<file path="src/rtl/dynamic_output_arbiter.sv">
// Wormhole output-port arbiter: grants one of five inputs, locks the crossbar select for the
// packet length, and gates every flit on downstream credit. Define DYNAMIC_ARB_FIXED_PRIORITY_EN for fixed priority.
module dynamic_output_arbiter #(
   parameter int CREDITS   = 4,
   parameter int LEN_WIDTH = 8
) (
   input  logic                            clk,
   input  logic                            reset,
   input  logic [4:0]                      route_req,
   input  logic [4:0]                      in_valid,
   input  logic [5*LEN_WIDTH-1:0]          head_len,
   input  logic                            credit_in,
   output logic [2:0]                      sel,
   output logic                            valid_out,
   output logic [4:0]                      thanks,
   output logic                            dbg_busy,
   output logic [$clog2(CREDITS+1)-1:0]    dbg_credits,
   output logic [LEN_WIDTH-1:0]            dbg_remaining
);

   localparam int CW = $clog2(CREDITS + 1);

   // Handshake: a flit moves iff valid_out is high; thanks is the matching one-hot pop, and
   // each transfer consumes one credit while each credit_in pulse returns one.
   typedef enum logic {IDLE, BUSY} state_t;

   state_t               state, state_n;
   logic [2:0]           owner, owner_n;
   logic [LEN_WIDTH-1:0] remaining, remaining_n;
   logic [CW-1:0]        credits, credits_n;
   logic                 has_credit;
   logic                 gnt_found;
   logic [2:0]           gnt;
   logic [LEN_WIDTH-1:0] gnt_len;
   logic [LEN_WIDTH-1:0] len_arr [5];

`ifndef DYNAMIC_ARB_FIXED_PRIORITY_EN
   logic [2:0]           prio, prio_n;
`endif

   assign has_credit = (credits != '0);

   always_comb begin
      for (int k = 0; k < 5; k++) begin
         len_arr[k] = head_len[k*LEN_WIDTH +: LEN_WIDTH];
      end
   end

   // Scan the requesters starting at the priority pointer (or at 0 in the fixed build).
   always_comb begin
      logic [2:0] idx;
`ifndef DYNAMIC_ARB_FIXED_PRIORITY_EN
      logic [3:0] sum;
`endif
      gnt_found = 1'b0;
      gnt       = 3'd0;
      gnt_len   = '0;
      idx       = 3'd0;
      for (int k = 0; k < 5; k++) begin
`ifdef DYNAMIC_ARB_FIXED_PRIORITY_EN
         idx = 3'(k);
`else
         sum = {1'b0, prio} + 4'(k);
         idx = (sum >= 4'd5) ? 3'(sum - 4'd5) : 3'(sum);
`endif
         if (!gnt_found && route_req[idx]) begin
            gnt_found = 1'b1;
            gnt       = idx;
            gnt_len   = len_arr[idx];
         end
      end
   end

   always_comb begin
      state_n     = state;
      owner_n     = owner;
      remaining_n = remaining;
`ifndef DYNAMIC_ARB_FIXED_PRIORITY_EN
      prio_n      = prio;
`endif
      sel         = 3'd7;
      valid_out   = 1'b0;
      if (!reset) begin
         case (state)
            IDLE: begin
               if (has_credit && gnt_found) begin
                  sel       = gnt;
                  valid_out = 1'b1;
`ifndef DYNAMIC_ARB_FIXED_PRIORITY_EN
                  prio_n    = (gnt == 3'd4) ? 3'd0 : gnt + 3'd1;
`endif
                  if (gnt_len != '0) begin
                     state_n     = BUSY;
                     owner_n     = gnt;
                     remaining_n = gnt_len;
                  end
               end
            end
            BUSY: begin
               if (in_valid[owner] && has_credit) begin
                  sel         = owner;
                  valid_out   = 1'b1;
                  remaining_n = remaining - LEN_WIDTH'(1);
                  if (remaining == LEN_WIDTH'(1)) state_n = IDLE;
               end
            end
            default: state_n = IDLE;
         endcase
      end
   end

   assign thanks = valid_out ? (5'd1 << sel) : 5'd0;

   // An excess credit_in at full count saturates rather than wrapping.
   always_comb begin
      credits_n = credits;
      if (valid_out && !credit_in) credits_n = credits - CW'(1);
      else if (!valid_out && credit_in && credits != CW'(CREDITS)) credits_n = credits + CW'(1);
   end

   always_ff @(posedge clk) begin
      if (reset) begin
         state     <= IDLE;
         owner     <= 3'd0;
         remaining <= '0;
         credits   <= CW'(CREDITS);
`ifndef DYNAMIC_ARB_FIXED_PRIORITY_EN
         prio      <= 3'd0;
`endif
      end else begin
         state     <= state_n;
         owner     <= owner_n;
         remaining <= remaining_n;
         credits   <= credits_n;
`ifndef DYNAMIC_ARB_FIXED_PRIORITY_EN
         prio      <= prio_n;
`endif
      end
   end

   assign dbg_busy      = (state == BUSY);
   assign dbg_credits   = credits;
   assign dbg_remaining = remaining;

   credit_overflow_a: assert property (@(posedge clk) disable iff (reset)
      !(credit_in && !valid_out && credits == CW'(CREDITS)));

endmodule
</file>
<file path="config.mk">
export PLATFORM = sky130hd
export DESIGN_NAME = dynamic_output_arbiter
export DESIGN_NICKNAME = d
export VERILOG_FILES = /design/src/rtl/dynamic_output_arbiter.sv
export SDC_FILE = /design/constraint.sdc
export NUM_CORES = 1
export LEC_CHECK = 0
export BUFFER_PORTS_ARGS = -buffer_cell sky130_fd_sc_hd__buf_2
export CORE_ASPECT_RATIO = 0.6
export CORE_UTILIZATION = 55
export DETAILED_ROUTE_END_ITERATION = 10
export GPL_TIMING_DRIVEN = 0
export PLACE_DENSITY = 0.83
export SYNTH_ARGS = -nofsm -noshare
export SYNTH_HDL_FRONTEND = slang
export SYNTH_SLANG_ARGS = --single-unit
</file>
<file path="constraint.sdc">
create_clock -name clk -period 9.3 [get_ports clk]
set_input_delay 0.465 -clock clk [delete_from_list [all_inputs] [get_ports clk]]
set_output_delay 0.465 -clock clk [all_outputs]
set_load 0.02 [all_outputs]
</file>
==> key figures <==
Global route
  • GRT Resource Usage Total: 42.9%
  • Maximum number of pins on one net before global-route repair: 12
  • Final global-route overflow total: 0
  • Global-route wire length before repair: 26900 µm
  • Via count of the first global-routing pass: 5091
  • Initial antenna violation count: 0

Synthesis
  • Synth area leaders: sky130_fd_sc_hd__mux2i_1, sky130_fd_sc_hd__dfxtp_1, sky130_fd_sc_hd__mux4_2
  • Post-Syn Instances: 577
  • Share of Yosys cell area claimed by the top area cell type: 13.0%
  • Syn nets: 643
  • Flip-flop and latch count after synthesis: 18
  • Share of flip-flops with an asynchronous set or reset after synthesis: 0%
  • Combined area of all synthesized cells: 4310 µm²
  • Yosys warning total: 0
  • Average footprint of a synthesized cell: 7.48 µm²
  • EDFF count, synth: 0
  • Predominant post-synthesis flop cell: sky130_fd_sc_hd__dfxtp_1
  • Largest area contributor in the synthesized netlist: sky130_fd_sc_hd__mux2i_1
  • Number of unique standard cell types used by synthesis: 76
  • Post-synthesis sequential area ratio: 8.35%

Floorplan
  • Standard-cell rows: 24
  • Initial standard-cell utilization of the core: 58.2%
  • Horizontal die dimension: 116 µm
  • Total I/O pin count: 74
  • DIE AREA: 8210 µm²
  • Core region area: 7420 µm²
  • Height of the chip: 70.6 µm

Timing
  • Final number of setup-violating endpoints: 0
  • Period Utilization, post-route: 71.1%
  • Setup repair after global routing missed its margin: false
  • Max-slew headroom at the worst pin: -3.22%
  • Setup total negative slack: 0 ps
  • Max Clock Freq: 0.151 GHz
  • Fin crit period: 6610 ps
  • Final hold violation count: 0
  • Actual slew at the worst max-slew pin: 1530 ps
  • Max-slew violation total from the final report: 11
  • Clk_skew: 3.21 ps

Final layout
  • Synthesis-to-finish area growth: 13.4%
  • Filler cell count: 663
  • Area occupied by registers: 360 µm²
  • Layout cells sized above 1: 21.0%
  • Number of nets in the layout: 720
  • Most common cell after layout, fill and taps aside: sky130_fd_sc_hd__buf_2
  • Final instance area: 4890 µm²
  • Leading cell types in the layout, fill and taps excluded: sky130_fd_sc_hd__buf_2, sky130_fd_sc_hd__mux2i_1, sky130_fd_sc_hd__nand2_1
  • Antenna Cells: 0
  • Area used by multi-input combinational logic: 3720 µm²

Place
  • Post-placement cell area: 4800 µm²
  • Final estimated routing congestion in global placement: 1.06
  • Count of port buffers added during placement: 72
  • Hpwl dp: 13300 µm

Critical path
  • Data arrival, critical path: 6810 ps
  • Critical setup path kind: flip-flop to flip-flop
  • CP Data Required Time: 9500 ps
  • Kind of end point of the critical path: flip-flop
  • Worst Path Max Fanout: 11
  • Critical Path Source Type: flip-flop

Clock network
  • Post-CTS Resized: 0
  • Number of buffers added for setup after CTS: 0
  • Clock buffer depth: 2
  • Clk_lat worst skew: 250 ps
  • Number of buffers added to fix hold violations after cts: 0
  • Number of CTS-inserted buffers: 3
  • Clock transition time at the flip-flop clock pins of the worst setup and hold paths: 60 ps
  • Cell at the root of the clock tree: sky130_fd_sc_hd__clkbuf_16
  • TritonCTS clock tree: built
  • Clock sinks: 18
  • Max H-tree Level: 1

Drt
  • Vias per inst: 7.31
  • Router iterations before antenna repair: 7
  • Detailed Route Iter0 Violations: 1038
  • Antenna Violating Nets Remaining: 0
  • Post-detailed-routing wire length: 17700 µm
  • Vias after detailed routing: 5533
  • Routed WL per cell: 23.4 µm
  • DRC Markers: 0

Run status
  • Failing checks: max-capacitance violations, max-slew violations
  • Result of the run: complete, but fails checks

Job
  • # Max-Cap Violations: 1

Min path
  • Worst Hold Class: flip-flop to flip-flop
state kept, by name, indices dropped and copies added, names as in the netlist:
name and flops:
dbg_credits 3, prio 3, owner 3, dbg_remaining 8, dbg_busy 1
per-stage QoR:
stage / hold slack, ps / setup WS, ps / util, % / instances
2_1_floorplan: 510 / 4270 / - / 577
3_3_place_gp: 483 / 3080 / 64.8 / 753
3_5_place_dp: 506 / 2970 / 64.8 / 753
4_1_cts: 514 / 2930 / 66.0 / 757
5_1_grt: 545 / 2410 / 66.0 / 757
6_report: 540 / 2690 / 66.0 / 757
layout make-up:
type	instances	share of cell area, %
multi-input combinational	505	76.0
clock buffer	4	1.82
buffer	38	3.58
inverter	16	1.23
timing repair buffer	72	7.36
sequential	18	7.36
tap	104	2.66
worst max-delay path, stage by stage, from the launching register on:
cell	delay [ps]
sky130_fd_sc_hd__dfxtp_1	380
sky130_fd_sc_hd__buf_2	250
sky130_fd_sc_hd__inv_2	110
sky130_fd_sc_hd__clkbuf_1	530
sky130_fd_sc_hd__ha_1	250
sky130_fd_sc_hd__inv_1	50
sky130_fd_sc_hd__fa_1	450
sky130_fd_sc_hd__a21oi_4	390
sky130_fd_sc_hd__mux2i_1	890
sky130_fd_sc_hd__nand2_1	140
sky130_fd_sc_hd__o211ai_1	290
sky130_fd_sc_hd__nor3_1	230
sky130_fd_sc_hd__buf_2	290
sky130_fd_sc_hd__a211oi_2	640
sky130_fd_sc_hd__nor2_1	220
sky130_fd_sc_hd__or3_1	370
sky130_fd_sc_hd__fa_1	420
sky130_fd_sc_hd__nor3b_1	270
sky130_fd_sc_hd__a211oi_1	80
sky130_fd_sc_hd__a31oi_1	160
sky130_fd_sc_hd__a21o_1	130
synthesized netlist by cell type, drive strengths merged (5+ instances only):
library cell  instances
nor2b                11
clkbuf               20
inv                  16
dfxtp                18
mux4                 15
o211ai               17
a21oi                49
buf                  18
a31oi                 6
xnor2                 8
and3                  7
o22ai                16
ha                   11
nor3                 11
a21o                  6
a211oi               12
mux2i                57
o21ai                43
nand2b               11
a221o                 5
nand2                51
nor2                 39
mux2                 10
o221ai                7
nand3                36
a22oi                10
kinds of logic (layout without fill, tap and decap cells):
family	count (synthesis)	after routing	share of synthesized area, %
adder cells (fa/ha/maj)	13	13	4.12
flip-flops	18	18	8.35
AO/OA/AOI/OAI	211	211	34.4
multiplexers	82	82	23.8
AND/OR/NAND/NOR	190	190	21.5
buffers and inverters	54	130	5.45
XOR/XNOR	9	9	2.44
per-layer routing:
metal / global-route usage, % / part of all wire, % / vias to the layer above
met5: 0 / 0 / -
met4: 14.4 / 3.0 / 0
met3: 18.2 / 19 / 69
met2: 57.3 / 38 / 554
met1: 61.1 / 40 / 2521
li1: - / - / 2389
final timing paths:
kind | from | end | slack [ps] | depth (start not counted)
setup / recovery | prio[0] | dbg_credits[2] | 2690 | 20
hold / removal | dbg_remaining[7] | dbg_remaining[7] | 540 | 2
setup reg to reg | prio[0] | dbg_credits[2] | 2690 | 20
hold reg to reg | dbg_remaining[7] | dbg_remaining[7] | 540 | 2
Power is left out: the tool's default activity adds up to more than one toggle a clock period on the data nets, which glitch-free logic cannot reach.
